--- src/rtl/spi_rx_pkg.sv ---
// Shared types and sizing helpers for the SPI
// receive deserializer.
package spi_rx_pkg;

  typedef enum logic {
    IDLE  = 1'b0,
    SHIFT = 1'b1
  } rx_state_t;

  localparam int WORD_W_DEF     = 16;
  localparam int FIFO_DEPTH_DEF = 4;
  localparam int PTR_W_DEF      = $clog2(FIFO_DEPTH_DEF);

  function automatic int ptr_w(input int depth);
    return $clog2(depth);
  endfunction

endpackage

--- src/rtl/spi_rx_fifo.sv ---
// Word FIFO between the deserializer and the core.
// Wrap-bit pointers tell full from empty.
module spi_rx_fifo
  import spi_rx_pkg::*;
#(
  parameter int WIDTH = WORD_W_DEF,
  parameter int DEPTH = FIFO_DEPTH_DEF
) (
  input  logic             clk,
  input  logic             reset,
  input  logic             push,
  input  logic [WIDTH-1:0] wdata,
  output logic             full,
  input  logic             pop,
  output logic [WIDTH-1:0] rdata,
  output logic             empty
);

  localparam int PW = ptr_w(DEPTH);

  logic [PW:0]      wptr;
  logic [PW:0]      rptr;
  logic [WIDTH-1:0] mem [DEPTH];
  logic             do_push;
  logic             do_pop;

  assign empty = (wptr == rptr);
  assign full  = (wptr[PW] != rptr[PW]) &&
                 (wptr[PW-1:0] == rptr[PW-1:0]);

  assign do_pop  = pop && !empty;
  // A full FIFO still takes a word when the head leaves this cycle.
  assign do_push = push && (!full || do_pop);

  assign rdata = mem[rptr[PW-1:0]];

  always_ff @(posedge clk or negedge reset) begin
    if (!reset) begin
      wptr <= '0;
      rptr <= '0;
      for (int i = 0; i < DEPTH; i++) begin
        mem[i] <= '0;
      end
    end else begin
      if (do_push) begin
        mem[wptr[PW-1:0]] <= wdata;
        wptr <= wptr + (PW+1)'(1);
      end
      if (do_pop) begin
        rptr <= rptr + (PW+1)'(1);
      end
    end
  end

endmodule

--- src/rtl/spi_rx_deser.sv ---
// SPI serial-to-parallel receiver: frame FSM,
// shift register, sticky error flags and word FIFO.
module spi_rx_deser
  import spi_rx_pkg::*;
#(
  parameter int WORD_W     = WORD_W_DEF,
  parameter int FIFO_DEPTH = FIFO_DEPTH_DEF
) (
  input  logic              clk,
  input  logic              reset,
  input  logic              spi_fsI,
  input  logic              spi_dataI,
  output logic [WORD_W-1:0] rx_data,
  output logic              rx_valid,
  input  logic              rx_ready,
  input  logic              err_clr,
  output logic              frame_err,
  output logic              overflow,
  output logic              busy
);

  localparam int CNT_W = $clog2(WORD_W);
  localparam logic [CNT_W-1:0] LAST = CNT_W'(WORD_W-1);

  rx_state_t         state_q;
  rx_state_t         state_d;
  logic [CNT_W-1:0]  bitcnt_q;
  logic [CNT_W-1:0]  bitcnt_d;
  logic [WORD_W-2:0] shreg_q;
  logic [WORD_W-2:0] shreg_d;
  logic              ferr_q;
  logic              ferr_d;
  logic              ovf_q;
  logic              ovf_d;

  logic              last;
  logic              push;
  logic              abort;
  logic [WORD_W-1:0] word;
  logic              fifo_full;
  logic              fifo_empty;
  logic              pop;
  logic              ovf_set;

  assign last = (state_q == SHIFT) && (bitcnt_q == LAST);
  assign word = {shreg_q, spi_dataI};

  always_comb begin
    state_d  = state_q;
    bitcnt_d = bitcnt_q;
    shreg_d  = shreg_q;
    push     = 1'b0;
    abort    = 1'b0;
    unique case (state_q)
      IDLE: begin
        if (spi_fsI) begin
          state_d  = SHIFT;
          bitcnt_d = '0;
        end
      end
      SHIFT: begin
        if (last) begin
          push     = 1'b1;
          bitcnt_d = '0;
          shreg_d  = word[WORD_W-2:0];
          // fs on the final bit chains straight into the next frame.
          if (!spi_fsI) begin
            state_d = IDLE;
          end
        end else if (spi_fsI) begin
          abort    = 1'b1;
          bitcnt_d = '0;
        end else begin
          shreg_d  = word[WORD_W-2:0];
          bitcnt_d = bitcnt_q + CNT_W'(1);
        end
      end
      default: begin
        state_d = IDLE;
      end
    endcase
  end

  assign rx_valid = !fifo_empty;
  assign pop      = rx_valid && rx_ready;
  assign ovf_set  = push && fifo_full && !pop;

  assign ferr_d = abort   || (ferr_q && !err_clr);
  assign ovf_d  = ovf_set || (ovf_q  && !err_clr);

  always_ff @(posedge clk or negedge reset) begin
    if (!reset) begin
      state_q  <= IDLE;
      bitcnt_q <= '0;
      shreg_q  <= '0;
      ferr_q   <= 1'b0;
      ovf_q    <= 1'b0;
    end else begin
      state_q  <= state_d;
      bitcnt_q <= bitcnt_d;
      shreg_q  <= shreg_d;
      ferr_q   <= ferr_d;
      ovf_q    <= ovf_d;
    end
  end

  assign busy      = (state_q == SHIFT);
  assign frame_err = ferr_q;
  assign overflow  = ovf_q;

  spi_rx_fifo #(
    .WIDTH (WORD_W),
    .DEPTH (FIFO_DEPTH)
  ) u_fifo (
    .clk   (clk),
    .reset (reset),
    .push  (push),
    .wdata (word),
    .full  (fifo_full),
    .pop   (pop),
    .rdata (rx_data),
    .empty (fifo_empty)
  );

endmodule

--- config.mk ---
export PLATFORM = sky130hd
export DESIGN_NAME = spi_rx_deser
export DESIGN_NICKNAME = d
export VERILOG_FILES = /design/src/rtl/spi_rx_pkg.sv /design/src/rtl/spi_rx_fifo.sv /design/src/rtl/spi_rx_deser.sv
export SDC_FILE = /design/constraint.sdc
export NUM_CORES = 1
export LEC_CHECK = 0
export ABC_CLOCK_PERIOD_IN_PS = 1560
export CORE_MARGIN = 8
export CORE_UTILIZATION = 45
export DETAILED_ROUTE_END_ITERATION = 10
export PLACE_DENSITY = 0.77
export SYNTH_ARGS = -nofsm -noshare
export SYNTH_HDL_FRONTEND = slang
export SYNTH_SLANG_ARGS = --single-unit
--- constraint.sdc ---
create_clock -name clk -period 1.56 [get_ports clk]
set_input_delay 0.156 -clock clk [delete_from_list [all_inputs] [get_ports clk]]
set_output_delay 0.156 -clock clk [all_outputs]
set_load 0.05 [all_outputs]
== Yosys cells after proc, flatten, opt, wreduce, memory -nomap -nowiden ==
Cells that the tools add are included.

* Register bits after elaboration: 92
* Word-level logic and storage cells: 63

* Add/subtract/negate cells: 3
* Order comparisons: 3
* Equal/unequal tests: 6
* Multiplexer cells: 19
* Bitwise gates (word level): 3
* Reductions and logical operators: 18

{| class="wikitable"
|+ Operators with widths
! operator !! count
|-
| $bwmux 64 || 1
|-
| $mux 16 || 3
|-
| $bmux 16 s2 || 1
|-
| $demux 16 s2 || 1
|-
| $mux 15 || 2
|-
| $mux 4 || 3
|-
| $logic_and 1x1->1 || 10
|-
| $pmux 4 s2 || 1
|-
| $add 3x1->3 const B || 2
|-
| $ge 3x3->1 const B || 2
|-
| $mux 1 || 6
|-
| $not 2->3 || 2
|-
| $add 4x1->4 const B || 1
|-
| $eq 4x4->1 const B || 1
|-
| $logic_not 1->1 || 4
|-
| $eq 3x3->1 || 1
|-
| $logic_or 1x1->1 || 3
|-
| $lt 3x1->1 const B || 1
|-
| $eq 2x2->1 || 1
|-
| $ne 2x1->1 const B || 1
|-
| $ne 2x2->1 const B || 1
|-
| $pmux 1 s2 || 1
|-
| $reduce_and 2->1 || 1
|-
| $ne 1x1->1 || 1
|-
| $not 1->1 || 1
|}

== Depth between registers and ports, before layout ==
* Word-level depth: 7
* Gate-level depth with buffers: 6

== Modules after synthesis ==
From an unflattened synthesis, not the netlist that was laid out.

* Cells, all modules: 270
* Area total of the unflattened synthesis: 4285.4 um^2

{| class="wikitable"
|+ Modules (own cells, without submodules)
! module !! instances !! cells each !! area an instance (um^2) !! sequential area each (um^2)
|-
| spi_rx_fifo || 1 || 201 || 3326.9 || 1751.7
|-
| spi_rx_deser || 1 || 69 || 958.4 || 550.5
|}

== Least setup slack after synthesis ==
OpenSTA, ideal clock, no wires.

* Kind: flip-flop to flip-flop
* Start: register state_q, in the netlist busy
* End: register shreg_q[10]
* Arrival time: 1.766 ns
* Required time: 1.435 ns
* Slack: -0.331 ns
* Stages on the path, launching flop included: 5
* Path through: dfrtp_1 > clkbuf_1 > a21boi_2 > buf_4 > mux2_2

* Word-level cells in the longest chain between the ends: 3
* Elaborated cells on any way between the ends: 4
* Classes of those cells: eq/ne (1); mux (1); reduce/logical (2)

{| class="wikitable"
|+ Ends and longest elaborated chain
! item !! RTL line !! source
|-
| from (decl) || spi_rx_deser.sv:25 || <nowiki>rx_state_t state_q;</nowiki>
|-
| from (signal assigned) || spi_rx_deser.sv:99 || <nowiki>state_q <= state_d;</nowiki>
|-
| $logic_and 1x1->1 || spi_rx_deser.sv:45 || <nowiki>assign last = (state_q == SHIFT) && (bitcnt_q == LAST);</nowiki>
|-
| $ne 2x1->1 (no source line) || n/a ||
|-
| $reduce_and 2->1 (no source line) || n/a ||
|-
| to (signal assigned) || spi_rx_deser.sv:101 || <nowiki>shreg_q <= shreg_d;</nowiki>
|-
| to (decl) || spi_rx_deser.sv:29 || <nowiki>logic [WORD_W-2:0] shreg_q;</nowiki>
|}

Parallel ways exist; a longest one is shown, timed or not.
A chain may end at the register's enable or synchronous reset.

== Worst setup path after layout ==
* Start: register u_fifo.rptr[0]
* End: register u_fifo.mem[24] (netlist name)

* Word-level cells in the longest chain between the ends: 6
* Elaborated cells on any way between the ends: 9
* Classes of those cells: eq/ne (2); reduce/logical (7)

{| class="wikitable"
|+ Ends and longest elaborated chain
! item !! RTL line !! source
|-
| from (decl) || spi_rx_fifo.sv:22 || <nowiki>logic [PW:0] rptr;</nowiki>
|-
| from (signal assigned) || spi_rx_fifo.sv:50 || <nowiki>rptr <= rptr + (PW+1)'(1);</nowiki>
|-
| $eq 3x3->1 || spi_rx_fifo.sv:27 || <nowiki>assign empty = (wptr == rptr);</nowiki>
|-
| $logic_not 1->1 || spi_rx_fifo.sv:31, spi_rx_deser.sv:84 ||
|-
| $logic_and 1x1->1 || spi_rx_deser.sv:85 || <nowiki>assign pop = rx_valid && rx_ready;</nowiki>
|-
| $logic_and 1x1->1 || spi_rx_fifo.sv:31 || <nowiki>assign do_pop = pop && !empty;</nowiki>
|-
| $logic_or 1x1->1 (*) || spi_rx_fifo.sv:33 || <nowiki>assign do_push = push && (!full || do_pop);</nowiki>
|-
| $logic_and 1x1->1 (*) || spi_rx_fifo.sv:33 ||
|-
| to (signal, indexed assignment) || spi_rx_fifo.sv:46 || <nowiki>mem[wptr[PW-1:0]] <= wdata;</nowiki>
|-
| to (decl) || spi_rx_fifo.sv:23 || <nowiki>logic [WIDTH-1:0] mem [DEPTH];</nowiki>
|}

Mark *: on every way between the ends. The rest lies on a longest branch, timed or not.

==> metrics.md <==
| Metric | Value |
|---|---|
| Post-DP HPWL | approximately 5600 um |
| First-pass GRT wire length | approximately 16000 um |
| Initial antenna violation count | 0 |
| H-tree depth | 3 |
| Slew @ Worst Pin | ~500 ps |
| Static Leakage | around 2.9 nW |
| Crit path max-delay family | buffers and inverters |
| M2 GR Usage | around 26% |
| Crit path arrival time | 2150 ps |
| Placed cell area | 4964 um2 |
| CP Cell Sequence | buf_6 > xnor2_4 > buf_6 > nand4b_4 > buf_6 > nand3_4 > buf_12 > mux2_4 |
| YS warnings | 0 |
| DR iter-0 viols | about 120 |
| Top cells by area, synth | dfrtp_1 53%, mux2_4 14%, mux2_2 11% |
| CP Launch Type | register |
| Most frequent cells in the layout | 90 x dfrtp_1, 79 x mux2_4, 29 x buf_4, 25 x buf_6, 16 x mux4_2 |
| Fin Setup TNS | -24260 ps |
| ANT cells | 0 |
| Clock Path Buffers | 2 |
| Mean post-synth cell area | about 17 um2 |
| Ports | 26 |
| Slew Viols, Final | 0 |
| Commonest non-fill, non-tap cell in the layout | dfrtp_1 |
| Final Cycle Share | 122.0% |
| Worst rel slew slack | 66.25% |
| Setup Viol. Count Final | between 100 and 150 |
| Failing checks | negative setup slack |
| Share of layout cells above drive strength 1 | 61.01% |
| Residual DRC | 0 |
| Antenna Nets Post-Route | 0 |
| M3 GR Usage | between 3 and 4% |
| Post-Route WL | between 9000 and 10000 um |
| Net count after synthesis | 266 |
| Crit-path max FO | 8 |
| FILL cells | 650 |
| Most Crowded Layer GR | met2 |
| Register area share after synthesis | a little over half |
| Final hold violations | 0 |
| Top cell type's share of synthesized area | a little over half |
| Tmin final | 1903 ps |
| CP max stage delay | approximately 460 ps |
| Max-cap viol count | 0 |
| Gate Count Post-Synth | approximately 250 |
| Final nets | 343 |
| DIE HEIGHT | 113.9 um |
| Clk Tree Root Cell | clkbuf_8 |
| Synth-to-Final Area Change | 31.02% |
| Clock buffer count from CTS | 9 |
| Clk Latency, worst-skew pair | about 360 ps |
| Per-cell routed wire length | between 20 and 25 um |
| Vias in the first global route | 2772 |
| RSZ-0062 raised after global routing | yes |
| CTS Sinks | 92 |
| Via density | 5.284 |
| Die width | about 110 um |
| Power Dens Cells | approximately 1100 nW/um2 |
| Initial core utilization | a little under half |
| Number of synthesized register bits | between 90 and 100 |
| Crit-path most repeated cell | buf_6 |
| CTS clock-pin slew for the worst setup and hold paths | approximately 90 ps |
| CP bufs+invs | 4 |
| HP Class | in2async |
| CTS tree | built |
| CP required | between 1500 and 2000 ps |
| Fmax | between 0.5 and 0.6 GHz |
| Total GRT Usage | approximately 16% |
| Largest net degree at the start of global routing | 37 |
| GR Overflow Total | 0 |
| M1 GR Usage | between 20% and 30% |
| Final instance area | approximately 5700 um2 |
| Worst Slack Setup Final | -342.5 ps |
| Setup CP Type | reg2reg |
| Status | finished with violations |
| Peak VDD IR | roughly 0.53 mV |
| Std cell rows | 35 |
| Final GP Congestion | about 0.72 |
| I/O Buffers | 25 |
| Vias | between 2000 and 2500 |
| Initial DRT Pass Iterations | 4 |
| Die area | around 13000 um2 |
| Post-synth cell types | 33 |
| Clk_skew | 10.72 ps |
| Yosys top cell by area | dfrtp_1 |
| Mapped Area | 4315 um2 |
| Core Region | between 9000 and 10000 um2 |
| Worst setup EP type | register |
| Slowest CP cell | dfrtp_2 |
-- synthesized netlist by cell type (all sizes together) --
master  number
a21boi       1
a21oi        2
a41oi        1
and2         1
and4         1
buf          9
clkbuf       3
dfrtp       92
ha           6
inv          4
mux2        82
mux4        16
nand2        6
nand2b       2
nand3        9
nand4        2
nand4b       1
nor2         3
nor3         1
o21ai        2
o22ai        1
or2          1
or3          1
xnor2        5
xor2         2
-- power breakdown --
part / total, mW / switching [mW] / internal [mW] / leakage (nW)
combinational: 1.62 / 0.685 / 0.936 / 1.53
sequential: 2.92 / 0.340 / 2.58 / 1.24
clock: 1.63 / 0.874 / 0.753 / 0.104
-- cell type report --
type / count / area, um2 / area share (%)
Inverter: 4 / 15.01 / 0.2655
Clock buffer: 9 / 123.9 / 2.191
Multi-Input combinational cell: 146 / 2069 / 36.60
Timing Repair Buffer: 78 / 904.6 / 16.00
Sequential cell: 92 / 2305 / 40.76
Clock inverter: 7 / 75.07 / 1.328
Tap cell: 129 / 161.4 / 2.855
-- repair_timing --
action,4_1_cts,5_1_grt
hold buffers,1,0
endpoints found under the hold margin,32,0
cloned,3,0
setup buffers,13,10
pin swaps,7,4
resized for setup,92,5
setup endpoints to repair,97,102
-- state kept, by name, indices dropped and copies added, names as in the netlist --
signal and count:
frame_err 1, busy 1, u_fifo.wptr 3, overflow 1, shreg_q 15, u_fifo.mem 64
u_fifo.rptr 3, bitcnt_q 4
-- cell families after synthesis --
family                     after synthesis  share of synthesized area [%]
adders and majority gates                6                          1.740
AOI/OAI and AO/OA                        7                          1.073
muxes                                   98                          33.66
buffers and inverters                   16                          3.363
DFF                                     92                          53.35
xor gates and xnor gates                 7                          1.943
and+or+nand+nor                         28                          4.871
-- layer usage --
metal / up-vias / part of all wire (%)
met5: - / 0
met4: 0 / 3.0
met3: 19 / 3.4
met2: 53 / 50
met1: 1299 / 44
li1: 1086 / -
-- metrics by stage --
step                utilization [%]  cells  hold WS [ps]  power [mW]  setup slack [ps]
floorplan                         -    254        -139.6       3.706            -71.94
global placement              53.46    429         145.3       4.067            -85.97
detailed placement            53.46    429         152.1       4.124            -118.2
CTS                           60.97    461         302.6       6.253            -379.6
global route                  60.90    465         329.0       6.453            -388.8
finish                        60.90    465         304.3       6.170            -342.5
-- worst paths after layout --
path / from / end / cells after the start / slack (ps)
setup reg to reg: u_fifo.rptr[0] / u_fifo.mem[24] / 8 / -340
min in group clk: err_clr / overflow / 2 / 390
setup / recovery: u_fifo.rptr[0] / u_fifo.mem[24] / 8 / -340
hold reg to reg: u_fifo.mem[29] / u_fifo.mem[29] / 1 / 510
hold / removal: reset / bitcnt_q[1] / 2 / 300
max in group asynchronous: reset / u_fifo.mem[1] / 3 / 690
Power figures use the tool's default switching activity.
